### config.mk
export PLATFORM = sky130hd
export DESIGN_NAME = axi_lite_xbar
export DESIGN_NICKNAME = d
export VERILOG_FILES = /design/src/rtl/axi_lite_xbar.sv
export SDC_FILE = /design/constraint.sdc
export NUM_CORES = 1
export LEC_CHECK = 0
export ABC_CLOCK_PERIOD_IN_PS = 4300
export CAP_MARGIN = 10
export CORE_AREA = 10 10 222 224
export DETAILED_ROUTE_END_ITERATION = 6
export DIE_AREA = 0 0 232 234
export SLEW_MARGIN = 30
export SYNTH_ARGS = -nofsm -noshare
export SYNTH_HDL_FRONTEND = slang
export SYNTH_SLANG_ARGS = --single-unit
### constraint.sdc
create_clock -name clk_i -period 4.3 [get_ports clk_i]
set_clock_uncertainty 0.15 [all_clocks]
set_input_delay 1.29 -clock clk_i [delete_from_list [all_inputs] [get_ports clk_i]]
set_output_delay 1.29 -clock clk_i [all_outputs]
set_load 0.01 [all_outputs]
### src/rtl/axi_lite_xbar.sv
// AXI4-Lite crossbar: NM masters to NS slaves, independent single-outstanding read and write
// paths, round-robin arbitration per path, DECERR for addresses that decode past the last slave.
module axi_lite_xbar #(
    parameter int unsigned NM      = 2,
    parameter int unsigned NS      = 2,
    parameter int unsigned AW      = 32,
    parameter int unsigned DW      = 32,
    parameter int unsigned SEL_LSB = 28
) (
    input  logic                 clk_i,
    input  logic                 rst_ni,
    input  logic [NM*AW-1:0]     m_araddr_i,
    input  logic [NM-1:0]        m_arvalid_i,
    output logic [NM-1:0]        m_arready_o,
    output logic [NM*DW-1:0]     m_rdata_o,
    output logic [NM*2-1:0]      m_rresp_o,
    output logic [NM-1:0]        m_rvalid_o,
    input  logic [NM-1:0]        m_rready_i,
    input  logic [NM*AW-1:0]     m_awaddr_i,
    input  logic [NM-1:0]        m_awvalid_i,
    output logic [NM-1:0]        m_awready_o,
    input  logic [NM*DW-1:0]     m_wdata_i,
    input  logic [NM*DW/8-1:0]   m_wstrb_i,
    input  logic [NM-1:0]        m_wvalid_i,
    output logic [NM-1:0]        m_wready_o,
    output logic [NM*2-1:0]      m_bresp_o,
    output logic [NM-1:0]        m_bvalid_o,
    input  logic [NM-1:0]        m_bready_i,
    output logic [NS*AW-1:0]     s_araddr_o,
    output logic [NS-1:0]        s_arvalid_o,
    input  logic [NS-1:0]        s_arready_i,
    input  logic [NS*DW-1:0]     s_rdata_i,
    input  logic [NS*2-1:0]      s_rresp_i,
    input  logic [NS-1:0]        s_rvalid_i,
    output logic [NS-1:0]        s_rready_o,
    output logic [NS*AW-1:0]     s_awaddr_o,
    output logic [NS-1:0]        s_awvalid_o,
    input  logic [NS-1:0]        s_awready_i,
    output logic [NS*DW-1:0]     s_wdata_o,
    output logic [NS*DW/8-1:0]   s_wstrb_o,
    output logic [NS-1:0]        s_wvalid_o,
    input  logic [NS-1:0]        s_wready_i,
    input  logic [NS*2-1:0]      s_bresp_i,
    input  logic [NS-1:0]        s_bvalid_i,
    output logic [NS-1:0]        s_bready_o
);
    localparam int unsigned SB = DW / 8;
    localparam int unsigned IW = (NM > 1) ? $clog2(NM) : 1;
    localparam int unsigned SW = (NS > 1) ? $clog2(NS) : 1;
    localparam int unsigned FW = AW - SEL_LSB;

    typedef enum logic [1:0] {RIdle, RAddr, RData, RErr} r_state_e;
    typedef enum logic [1:0] {WIdle, WAddr, WResp, WErr} w_state_e;

    // Rotate requests so bit 0 is the current priority holder, then take the lowest set bit.
    function automatic logic [IW-1:0] rr_pick(input logic [NM-1:0] req, input logic [IW-1:0] ptr);
        logic [2*NM-1:0] rot;
        logic [IW-1:0]   win;
        int unsigned     idx;
        rot = {req, req} >> ptr;
        win = ptr;
        for (int k = int'(NM) - 1; k >= 0; k--) begin
            if (rot[k]) begin
                idx = 32'(ptr) + 32'(k);
                if (idx >= NM) idx = idx - NM;
                win = IW'(idx);
            end
        end
        return win;
    endfunction

    function automatic logic [IW-1:0] rr_next(input logic [IW-1:0] g);
        return (32'(g) >= NM - 1) ? '0 : g + IW'(1);
    endfunction

    function automatic logic is_mapped(input logic [FW-1:0] sel);
        return 32'(sel) < NS;
    endfunction

    // ---------------- read path ----------------
    r_state_e        r_state_q, r_state_d;
    logic [IW-1:0]   r_grant_q, r_grant_d, r_ptr_q, r_ptr_d, r_win;
    logic [SW-1:0]   r_sel_q, r_sel_d;
    logic [AW-1:0]   r_addr_q, r_addr_d, r_win_addr;
    logic            r_s_arready, r_s_rvalid, r_m_rready, r_rv;
    logic [DW-1:0]   r_s_rdata, r_rd;
    logic [1:0]      r_s_rresp, r_rr;

    assign s_araddr_o = {NS{r_addr_q}};

    always_comb begin
        r_state_d   = r_state_q;
        r_grant_d   = r_grant_q;
        r_sel_d     = r_sel_q;
        r_addr_d    = r_addr_q;
        r_ptr_d     = r_ptr_q;
        m_arready_o = '0;
        m_rvalid_o  = '0;
        m_rdata_o   = '0;
        m_rresp_o   = '0;
        s_arvalid_o = '0;
        s_rready_o  = '0;
        r_rv        = 1'b0;
        r_rd        = '0;
        r_rr        = '0;
        r_win       = rr_pick(m_arvalid_i, r_ptr_q);
        r_win_addr  = '0;
        r_s_arready = 1'b0;
        r_s_rvalid  = 1'b0;
        r_s_rdata   = '0;
        r_s_rresp   = '0;
        r_m_rready  = 1'b0;
        for (int i = 0; i < int'(NM); i++) begin
            if (IW'(i) == r_win) r_win_addr = m_araddr_i[i*AW +: AW];
            if (IW'(i) == r_grant_q) r_m_rready = m_rready_i[i];
        end
        for (int j = 0; j < int'(NS); j++) begin
            if (SW'(j) == r_sel_q) begin
                r_s_arready = s_arready_i[j];
                r_s_rvalid  = s_rvalid_i[j];
                r_s_rdata   = s_rdata_i[j*DW +: DW];
                r_s_rresp   = s_rresp_i[j*2 +: 2];
            end
        end
        unique case (r_state_q)
            RIdle: begin
                // Gated by reset so no ready leaks out while the block is held in reset.
                if (rst_ni && (|m_arvalid_i)) begin
                    m_arready_o = NM'(1) << r_win;
                    r_grant_d   = r_win;
                    r_addr_d    = r_win_addr;
                    r_ptr_d     = rr_next(r_win);
                    r_sel_d     = SW'(r_win_addr[AW-1:SEL_LSB]);
                    r_state_d   = is_mapped(r_win_addr[AW-1:SEL_LSB]) ? RAddr : RErr;
                end
            end
            RAddr: begin
                s_arvalid_o = NS'(1) << r_sel_q;
                if (r_s_arready) r_state_d = RData;
            end
            RData: begin
                r_rv       = r_s_rvalid;
                r_rd       = r_s_rdata;
                r_rr       = r_s_rresp;
                s_rready_o = NS'(r_m_rready) << r_sel_q;
                if (r_s_rvalid && r_m_rready) r_state_d = RIdle;
            end
            RErr: begin
                r_rv = 1'b1;
                r_rr = 2'b11;
                if (r_m_rready) r_state_d = RIdle;
            end
            default: r_state_d = RIdle;
        endcase
        for (int i = 0; i < int'(NM); i++) begin
            if (IW'(i) == r_grant_q) begin
                m_rvalid_o[i]          = r_rv;
                m_rdata_o[i*DW +: DW]  = r_rd;
                m_rresp_o[i*2 +: 2]    = r_rr;
            end
        end
    end

    always_ff @(posedge clk_i or negedge rst_ni) begin
        if (!rst_ni) begin
            r_state_q <= RIdle;
            r_grant_q <= '0;
            r_sel_q   <= '0;
            r_addr_q  <= '0;
            r_ptr_q   <= '0;
        end else begin
            r_state_q <= r_state_d;
            r_grant_q <= r_grant_d;
            r_sel_q   <= r_sel_d;
            r_addr_q  <= r_addr_d;
            r_ptr_q   <= r_ptr_d;
        end
    end

    // ---------------- write path ----------------
    w_state_e        w_state_q, w_state_d;
    logic [IW-1:0]   w_grant_q, w_grant_d, w_ptr_q, w_ptr_d, w_win;
    logic [SW-1:0]   w_sel_q, w_sel_d;
    logic [AW-1:0]   w_addr_q, w_addr_d, w_win_addr;
    logic [DW-1:0]   w_data_q, w_data_d, w_win_data;
    logic [SB-1:0]   w_strb_q, w_strb_d, w_win_strb;
    logic            w_aw_pend_q, w_aw_pend_d, w_w_pend_q, w_w_pend_d;
    logic [NM-1:0]   w_req;
    logic            w_s_awready, w_s_wready, w_s_bvalid, w_m_bready, w_bv;
    logic [1:0]      w_s_bresp, w_br;

    assign s_awaddr_o = {NS{w_addr_q}};
    assign s_wdata_o  = {NS{w_data_q}};
    assign s_wstrb_o  = {NS{w_strb_q}};
    assign w_req      = m_awvalid_i & m_wvalid_i;

    always_comb begin
        w_state_d   = w_state_q;
        w_grant_d   = w_grant_q;
        w_sel_d     = w_sel_q;
        w_addr_d    = w_addr_q;
        w_data_d    = w_data_q;
        w_strb_d    = w_strb_q;
        w_ptr_d     = w_ptr_q;
        w_aw_pend_d = w_aw_pend_q;
        w_w_pend_d  = w_w_pend_q;
        m_awready_o = '0;
        m_wready_o  = '0;
        m_bvalid_o  = '0;
        m_bresp_o   = '0;
        s_awvalid_o = '0;
        s_wvalid_o  = '0;
        s_bready_o  = '0;
        w_bv        = 1'b0;
        w_br        = '0;
        w_win       = rr_pick(w_req, w_ptr_q);
        w_win_addr  = '0;
        w_win_data  = '0;
        w_win_strb  = '0;
        w_m_bready  = 1'b0;
        w_s_awready = 1'b0;
        w_s_wready  = 1'b0;
        w_s_bvalid  = 1'b0;
        w_s_bresp   = '0;
        for (int i = 0; i < int'(NM); i++) begin
            if (IW'(i) == w_win) begin
                w_win_addr = m_awaddr_i[i*AW +: AW];
                w_win_data = m_wdata_i[i*DW +: DW];
                w_win_strb = m_wstrb_i[i*SB +: SB];
            end
            if (IW'(i) == w_grant_q) w_m_bready = m_bready_i[i];
        end
        for (int j = 0; j < int'(NS); j++) begin
            if (SW'(j) == w_sel_q) begin
                w_s_awready = s_awready_i[j];
                w_s_wready  = s_wready_i[j];
                w_s_bvalid  = s_bvalid_i[j];
                w_s_bresp   = s_bresp_i[j*2 +: 2];
            end
        end
        unique case (w_state_q)
            WIdle: begin
                if (rst_ni && (|w_req)) begin
                    m_awready_o = NM'(1) << w_win;
                    m_wready_o  = NM'(1) << w_win;
                    w_grant_d   = w_win;
                    w_addr_d    = w_win_addr;
                    w_data_d    = w_win_data;
                    w_strb_d    = w_win_strb;
                    w_ptr_d     = rr_next(w_win);
                    w_sel_d     = SW'(w_win_addr[AW-1:SEL_LSB]);
                    w_aw_pend_d = 1'b1;
                    w_w_pend_d  = 1'b1;
                    w_state_d   = is_mapped(w_win_addr[AW-1:SEL_LSB]) ? WAddr : WErr;
                end
            end
            WAddr: begin
                // AW and W channels retire independently; leave once both have handshaken.
                s_awvalid_o = NS'(w_aw_pend_q) << w_sel_q;
                s_wvalid_o  = NS'(w_w_pend_q) << w_sel_q;
                if (w_s_awready) w_aw_pend_d = 1'b0;
                if (w_s_wready)  w_w_pend_d  = 1'b0;
                if ((!w_aw_pend_q || w_s_awready) && (!w_w_pend_q || w_s_wready)) begin
                    w_state_d = WResp;
                end
            end
            WResp: begin
                w_bv       = w_s_bvalid;
                w_br       = w_s_bresp;
                s_bready_o = NS'(w_m_bready) << w_sel_q;
                if (w_s_bvalid && w_m_bready) w_state_d = WIdle;
            end
            WErr: begin
                w_bv = 1'b1;
                w_br = 2'b11;
                if (w_m_bready) w_state_d = WIdle;
            end
            default: w_state_d = WIdle;
        endcase
        for (int i = 0; i < int'(NM); i++) begin
            if (IW'(i) == w_grant_q) begin
                m_bvalid_o[i]       = w_bv;
                m_bresp_o[i*2 +: 2] = w_br;
            end
        end
    end

    always_ff @(posedge clk_i or negedge rst_ni) begin
        if (!rst_ni) begin
            w_state_q   <= WIdle;
            w_grant_q   <= '0;
            w_sel_q     <= '0;
            w_addr_q    <= '0;
            w_data_q    <= '0;
            w_strb_q    <= '0;
            w_ptr_q     <= '0;
            w_aw_pend_q <= 1'b0;
            w_w_pend_q  <= 1'b0;
        end else begin
            w_state_q   <= w_state_d;
            w_grant_q   <= w_grant_d;
            w_sel_q     <= w_sel_d;
            w_addr_q    <= w_addr_d;
            w_data_q    <= w_data_d;
            w_strb_q    <= w_strb_d;
            w_ptr_q     <= w_ptr_d;
            w_aw_pend_q <= w_aw_pend_d;
            w_w_pend_q  <= w_w_pend_d;
        end
    end

endmodule

After elaboration in Yosys (flattened, before gate mapping)
Cells that the tools add are included.

storage, ports and cells
  word-level logic and storage cells = 141
  register bits after elaboration = 112

cells by class
  reductions and logical operators = 20
  muxes and demuxes = 65
  add/sub/neg operators = 8
  bitwise gates (word level) = 1
  $lt $le $gt $ge = 8
  shifts and indexed selects = 9
  equal/unequal tests = 16

operators with widths
  operator                                                                              number
  32-bit 2-to-1 mux                                                                     7
  2-bit 2-to-1 mux                                                                      25
  1-bit 2-to-1 mux                                                                      24
  2-bit inequality test (second input constant)                                         10
  2-bit case mux with 4 select lines                                                    2
  2-bit == test (second input constant)                                                 4
  4-bit by 2-bit less-than comparator with 1-bit output (second input constant)         2
  1-bit case mux with 2 select lines                                                    4
  2-bit case mux with 2 select lines                                                    2
  4-bit AND reduction                                                                   2
  1-bit by 1-bit << shifter with 2-bit output                                           4
  4-bit by 1-bit right shift with 2-bit output                                          2
  3-bit AND reduction                                                                   2
  1-bit by 1-bit << shifter with 2-bit output (first input constant)                    3
  1-bit logical AND                                                                     5
  1-bit by 1-bit adder with 2-bit output (second input constant)                        2
  2-bit by 1-bit == test with 1-bit output (second input constant)                      2
  1-bit by 2-bit greater-or-equal comparator with 1-bit output (second input constant)  2
  2-bit greater-or-equal comparator (second input constant)                             2
  2-bit logical NOT                                                                     2
  4-bit 2-to-1 mux                                                                      1
  2-bit AND reduction                                                                   2
  2-bit OR reduction                                                                    2
  1-bit subtractor (second input constant)                                              4
  6 further kinds                                                                       10

Logic depth before layout (Yosys ltp)
Gate-level depths: netlist of the first run.

  word-level depth = 10
  mapped depth = 8
  gate-level depth less buffers = 4

Worst setup path after synthesis of the first run
No wires, ideal clock.

  path type = input to output
  start = input m_awvalid_i[1]
  end = output m_wready_o[0]
  data required time = 2.860 ns
  cell stages on the path = 6
  setup slack = 0.300 ns
  data arrival time = 2.560 ns
  cell sequence = and2_1 -> maj3_1 -> clkbuf_1 -> buf_2 -> nor2b_1 -> buf_4

on the way
  longest elaborated chain between the ends = 7
  elaborated cells between the ends (all ways) = 9
  those cells by class = 2 x shift; 4 x mux; 1 x bitwise; 2 x reduce/logical

ends and longest elaborated chain
  what                                          RTL line  source
  start: declaration                            20        input logic [NM-1:0] m_awvalid_i,
  2-bit bitwise AND (*)                         195       assign w_req = m_awvalid_i & m_wvalid_i;
  4-bit by 1-bit right shift with 2-bit output  60        rot = {req, req} >> ptr;
  1-bit 2-to-1 mux (2 in a row)                 63        if (rot[k]) begin
  1-bit by 1-bit << shifter with 2-bit output   -
  2-bit 2-to-1 mux (*) (2 in a row)             -
  end: declaration                              25        output logic [NM-1:0] m_wready_o,

Every way passes the cells marked *; elsewhere a longest branch is shown, timed or not.

Worst setup path in the final report of the first run
  start = input s_rresp_i[1]
  end = output m_rresp_o[1]

on the way
  longest elaborated chain between the ends = 3

ends and longest elaborated chain
  what                                RTL line  source
  start: declaration                  33        input logic [NS*2-1:0] s_rresp_i,
  2-bit 2-to-1 mux                    118       if (SW'(j) == r_sel_q) begin
  2-bit case mux with 2 select lines  125       unique case (r_state_q)
  2-bit 2-to-1 mux                    156       if (IW'(i) == r_grant_q) begin
  end: declaration                    16        output logic [NM*2-1:0] m_rresp_o,

No other way between the ends.

==> flow_metrics.tcl, run 1 <==
set metrics [dict create \
    overflow 0 \
    dp_cells 1820 \
    maxCapViolCount 0 \
    p_leak_nw 5.35 \
    dr_total_vias 7226 \
    slew_violations 0 \
    slew_headroom_pct 40.3 \
    ys_warn_count 0 \
    cts-root-buf "clkbuf_16" \
    post-route-util_pct 28.8 \
    max_freq_mhz 237 \
    ioPinCount 586 \
    wirelength_mm 37.5 \
    crit_path_max_incr_delay_ns 0.55 \
    final_cell_count_no_fill 1840 \
    drc_errors 0 \
    holdBufCountCts 0 \
    first_pass_iters 5 \
    routabilityCongestion 0.868 \
    hold_class "reg2reg" \
    drive_gt1_share_pct 4.69 \
    crit_fanout 2 \
    path_delay_family "buffers and inverters" \
    cts.clk_slew.worst_paths_ns 0.08 \
    initialDrtViolationCount 301 \
    cp_cell_sequence "clkdlybuf4s50_1 > nor2b_1 > a211oi_2 > buf_4 > nor2_1 > clkdlybuf4s50_1" \
    wl_per_cell_um 20.4 \
    tritoncts "yes" \
    ys_async_sr_fraction_pct 100 \
    htreeDepth 3 \
    antenna_found_initial 1 \
    avgSynthCellArea_um2 8.88 \
    worstMarginPinSlew_ns 0.896 \
    grt_pass1_wl_mm 52.9 \
    die_h_um 234 \
    start_util_pct 15.1 \
    grt_use_met1_pct 14.2 \
    ys_ff_latch 110 \
    dp_hpwl_mm 31.6 \
    placed_cell_area_um2 12600 \
    crit_type "in2out" \
    fin_area_um2 12900 \
    fin_crit_ns 4.21 \
    post-place-ws_ns -0.204 \
    ys_types 38 \
    critPathLaunchType "input port" \
    synth-edff-count 0 \
    io_buffers 585 \
    first_global_vias 7831 \
    clockBufferDepth 2 \
    use_met2_pct 22.8 \
    grt_max_degree 87 \
    synth_nets 1058 \
    final-setup-viol-count 0 \
    period_share_pct 98.0 \
    finalSetupTns_ns 0 \
    coreArea_um2 44900 \
    die_x_um 232 \
    run_status "finished, final reports clean" \
    ys_dominant_reg_cell "dfrtp_1" \
    area_growth_pct 90.4 \
    crit_slowest_cell "clkdlybuf4s50_1" \
    cp_num_buf_inv 3 \
    irDropWorstVdd_mv 0.304 \
    layout.nets 1526 \
    grt.met3_usage_pct 5.54 \
    vias_per_cell 3.93 \
    power_density_nw_per_um2 633 \
    track_usage_pct 13.0 \
    syn_inst 764 \
    cts.sinks 110 \
    crit_top_cell "clkdlybuf4s50_1" \
    yosysSeqAreaShare_pct 40.6 \
    hold_viol 0 \
    fin_ws_ns 0.0864 \
    die_area_um2 54300 \
    rsz0062_at_grt "no" \
    cp-end-kind "primary output" \
    critPathRequiredTime_ns 2.86 \
    critPathArrivalTime_ns 2.77 \
    rows 78 \
    clk_latency_ns 0.37 \
    numCtsBuffers 9 \
    top_usage_layer "met2" \
    synth_area_um2 6780 \
    ant_nets 0 \
    n_fill_cell 4713 \
]
-- stage by stage --
stage	power [mW]	hold WS, ns
6_report	8.18	0.367
4_1_cts	8.37	0.374
3_5_place_dp	7.41	0.353
2_1_floorplan	4.63	0.304
3_3_place_gp	7.38	0.345
5_1_grt	8.76	0.399
-- cell type report --
| type | count | area, um2 | share of cell area [%] |
|---|---|---|---|
| repair buffers | 616 | 6100 | 47.2 |
| inverters | 3 | 11.3 | 0.0872 |
| flip-flops and latches | 110 | 2750 | 21.3 |
| clock inverters | 5 | 67.6 | 0.523 |
| well taps | 600 | 751 | 5.81 |
| clock buffers | 11 | 233 | 1.80 |
| diodes | 3 | 7.51 | 0.0581 |
| multi-input cells | 492 | 3000 | 23.2 |
-- cells in the mapped netlist, types with 2 or more instances --
| cell type | number | area (um2) |
|---|---|---|
| nor2_1 | 156 | 586 |
| nor4_1 | 2 | 12.5 |
| buf_2 | 23 | 115 |
| a21oi_1 | 69 | 345 |
| a22oi_1 | 34 | 255 |
| maj3_1 | 2 | 20.0 |
| a211oi_1 | 5 | 37.5 |
| inv_1 | 2 | 7.51 |
| clkbuf_2 | 2 | 10.0 |
| buf_6 | 5 | 56.3 |
| mux2i_1 | 108 | 1080 |
| clkbuf_1 | 25 | 93.8 |
| o21ai_0 | 20 | 100 |
| dfrtp_1 | 110 | 2750 |
| nor3b_1 | 5 | 37.5 |
| and2_1 | 3 | 18.8 |
| nand2_1 | 40 | 150 |
| buf_4 | 104 | 781 |
| and3_1 | 3 | 18.8 |
| o21ai_1 | 18 | 90.1 |
| nor2b_1 | 10 | 62.6 |
| a21o_1 | 2 | 15.0 |
-- cells in the final DEF (no fill, tap or decap), types with 2 or more instances in the layout --
master             n
a211oi_1           3
a211oi_2           2
a21o_1             2
a21oi_1           69
a22oi_1           34
and2_1             3
and3_1             3
buf_4             32
clkbuf_1           2
clkbuf_16          9
clkdlybuf4s50_1  572
clkinv_4           3
dfrtp_1          110
diode_2            3
dlygate4sd2_1      5
dlymetal6s2s_1     7
inv_1              2
mux2i_1          108
nand2_1           40
nor2_1           156
nor2b_1            9
nor3b_1            4
nor4_1             2
o21ai_0           20
o21ai_1           18
-- state kept, by name (all words and copies together), names as in the netlist --
signal,cells
w_strb_q,4
w_state_q,2
r_grant_q,1
r_ptr_q,1
w_aw_pend_q,1
r_state_q,2
w_ptr_q,1
w_addr_q,32
w_data_q,32
r_addr_q,32
w_grant_q,1
w_w_pend_q,1
-- cell families (layout without fill, tap and decap cells) --
group / after synthesis / after routing / share of synthesized area [%]
flip-flops: 110 / 110 / 40.6
AO/OA/AOI/OAI: 153 / 153 / 13.0
AND/OR/NAND/NOR: 227 / 227 / 14.1
other: 0 / 3 / 0
adder cells (fa/ha/maj): 2 / 2 / 0.295
buffers and inverters: 162 / 635 / 15.7
multiplexers: 110 / 110 / 16.3
-- path summary, 6_finish.rpt --
path                         startpoint      endpoint  slack (ns)  cells after the start
setup / recovery           s_rresp_i[1]  m_rresp_o[1]        0.09                      6
hold / removal             r_addr_q[12]  r_addr_q[12]        0.37                      2
setup reg to reg           w_state_q[0]  w_addr_q[12]        1.37                      5
hold reg to reg            r_addr_q[12]  r_addr_q[12]        0.37                      2
max in group asynchronous        rst_ni  r_addr_q[22]        2.07                      3
min in group asynchronous        rst_ni       w_ptr_q        0.77                      2
-- routing by layer --
layer,up-vias,share of wire [%]
li1,3425,-
met1,3373,38
met2,402,49
met3,26,11
met4,0,1.6
met5,-,0
-- timing repair --
item / CTS / global route
endpoints found under the setup margin: 5 / 8
gates resized for setup: 7 / 9
buffers inserted: 1 / 0
pin swaps: 0 / 0
-- worst register-to-register path, delay by kind of cell (launching register included) --
kind | cells | cell delay, ns
and+or+nand+nor | 1 | 0.40
buffers and inverters | 3 | 1.36
DFF | 1 | 0.59
AOI/OAI and AO/OA | 1 | 0.28
-- where the power goes --
part / total (mW) / internal (mW) / switching [mW]
Clock: 0.887 / 0.461 / 0.426
Sequential: 2.11 / 1.54 / 0.574
Combinational: 5.18 / 2.82 / 2.36
Total: 8.18 / 4.82 / 3.36
Note: power is estimated with default switching activity, not from simulation.
==> run 2: changes to the inputs <==
Settings changed: RECOVER_POWER set to 100.
==> run 2 against run 1 <==
Effect of this change: hold slack got worse by 0.018 ns; global-route usage stayed put; maximum frequency decreased by 0.17%; wire length down 0.42%; first-iteration DRC count fell by 4.7%; die area unchanged; sequential share of layout area is 0.12 points higher; largest power group unchanged; non-clock buffer count stayed put; count of clock-buffer cells in the layout is the same; the run now ends with capacitance limit, slew limit left.
==> flow_metrics.tcl, run 2 (synthesized netlist as in run 1, its figures left out) <==
set metrics [dict create \
    first_global_vias 7831 \
    first_pass_iters 7 \
    period_share_pct 98.2 \
    antenna_found_initial 1 \
    rr_endpoint "w_addr_q[18]" \
    track_usage_pct 13.0 \
    dp_cells 1820 \
    n_fill_cell 4724 \
    slew_violations 27 \
    drc_errors 0 \
    rr_worst_depth 6 \
    ioPinCount 586 \
    hold_viol 0 \
    top_usage_layer "met2" \
    failed_checks "capacitance limit, slew limit" \
    overflow 0 \
    start_util_pct 15.1 \
    final_cell_count_no_fill 1840 \
    clk_latency_ns 0.37 \
    r2r_start "w_state_q[0]" \
    p_leak_nw 5.48 \
    layout.nets 1526 \
    dp_hpwl_mm 31.6 \
    vias_per_cell 3.90 \
    max_freq_mhz 237 \
    critPathRequiredTime_ns 2.86 \
    wirelength_mm 37.4 \
    area_growth_pct 89.4 \
    tritoncts "yes" \
    cts.clk_slew.worst_paths_ns 0.08 \
    r2r_setup_slack_ns 1.26 \
    critPathArrivalTime_ns 2.78 \
    die_x_um 232 \
    use_met2_pct 22.8 \
    slew_headroom_pct -0.988 \
    holdBufCountCts 0 \
    die_area_um2 54300 \
    rsz0062_at_grt "no" \
    numCtsBuffers 9 \
    cp-end-kind "primary output" \
    crit_fanout 3 \
    reg.largest.list "r_addr_q: 32 flops, w_addr_q: 32 flops, w_data_q: 32 flops" \
    cts.sinks 110 \
    ant_nets 0 \
    grt.met3_usage_pct 5.54 \
    crit_path_start "m_wvalid_i[0]" \
    holdWs_ns 0.350 \
    grt_use_met1_pct 14.2 \
    dr_total_vias 7181 \
    crit_path_end "m_awready_o[1]" \
    fin_crit_ns 4.22 \
    rows 78 \
    layout_common_cells "clkdlybuf4s50_1, dlygate4sd3_1, nor2_1, dfrtp_1, mux2i_1" \
    crit_path_max_incr_delay_ns 0.50 \
    final-setup-viol-count 0 \
    irDropWorstVdd_mv 0.271 \
    io_buffers 585 \
    run_status "complete, but fails checks" \
    worstMarginPinSlew_ns 1.51 \
    wl_per_cell_um 20.3 \
    initialDrtViolationCount 287 \
    power_density_nw_per_um2 598 \
    grt_pass1_wl_mm 52.9 \
    grt_max_degree 87 \
    maxCapViolCount 1 \
    clockBufferDepth 2 \
    cts-root-buf "clkbuf_16" \
    htreeDepth 3 \
    routabilityCongestion 0.868 \
    die_h_um 234 \
    power.total_mw 7.68 \
    hold_class "reg2reg" \
    crit_type "in2out" \
    crit_slowest_cell "clkdlybuf4s50_1" \
    coreArea_um2 44900 \
    critPathLaunchType "input port" \
    post-route-util_pct 28.6 \
    cp_cell_sequence "clkdlybuf4s50_1 > nand2_1 > maj3_1 > and2_0 > dlygate4sd2_1" \
    final_common_cell "clkdlybuf4s50_1" \
    drive_gt1_share_pct 4.12 \
]
## run 2: cell count changes in the layout (fill, tap and decap cells not counted), sizes merged
cell / change
buf: -8
clkdlybuf4s50: -266
dlymetal6s2s: -4
clkbuf: +12
dlygate4sd3: +266
## run 2: where the power goes
group,internal [mW],switching [mW],leakage (nW)
Combinational,2.39,2.33,4.07
Clock,0.461,0.427,0.146
Sequential,1.54,0.532,1.27
## run 2: worst min-delay path by stage
stage                       from      endpoint  slack, ns  cells after the start
finish              r_addr_q[12]  r_addr_q[12]       0.35                      2
global placement     r_addr_q[1]   r_addr_q[1]       0.34                      2
global route        r_addr_q[12]  r_addr_q[12]       0.38                      2
detailed placement  r_addr_q[12]  r_addr_q[12]       0.35                      2
CTS                 r_addr_q[12]  r_addr_q[12]       0.37                      2
floorplan                r_ptr_q       r_ptr_q       0.30                      1
## run 2: cell type report
type	instances	area (um2)	area share, %
Tap cell	600	751	5.84
Clock inverter	5	67.6	0.526
Inverter	3	11.3	0.0877
Clock buffer	11	233	1.81
Timing Repair Buffer	616	6050	47.1
Multi-Input combinational cell	492	2980	23.2
Antenna cell	3	7.51	0.0584
Sequential cell	110	2750	21.4
## run 2: per-layer routing
metal	vias up	part of all wire, %
met2	397	49
met1	3321	39
li1	3435	-
met5	-	0
met3	28	10
met4	0	1.7
## run 2: worst max-delay path: cells and delay by family
| family | cells | cell delay, ns |
|---|---|---|
| buffers and inverters | 2 | 0.82 |
| AND/OR/NAND/NOR | 2 | 0.27 |
| adder cells (fa/ha/maj) | 1 | 0.39 |
## run 2: timing repair
action,4_1_cts,5_1_grt
gates resized for setup,7,9
buffers inserted,1,0
endpoints found under the hold margin,0,0
endpoints found under the setup margin,5,8
## run 2: metrics by stage
step                      worst slack (ns)  cell area [um2]  setup TNS, ns
after floorplan                      0.300             6780              0
after global placement              -0.208            12600         -0.839
after detailed placement            -0.204            12600         -0.849
after CTS                           0.0206            12900              0
after global routing              0.000664            12800              0
final                               0.0793            12800              0
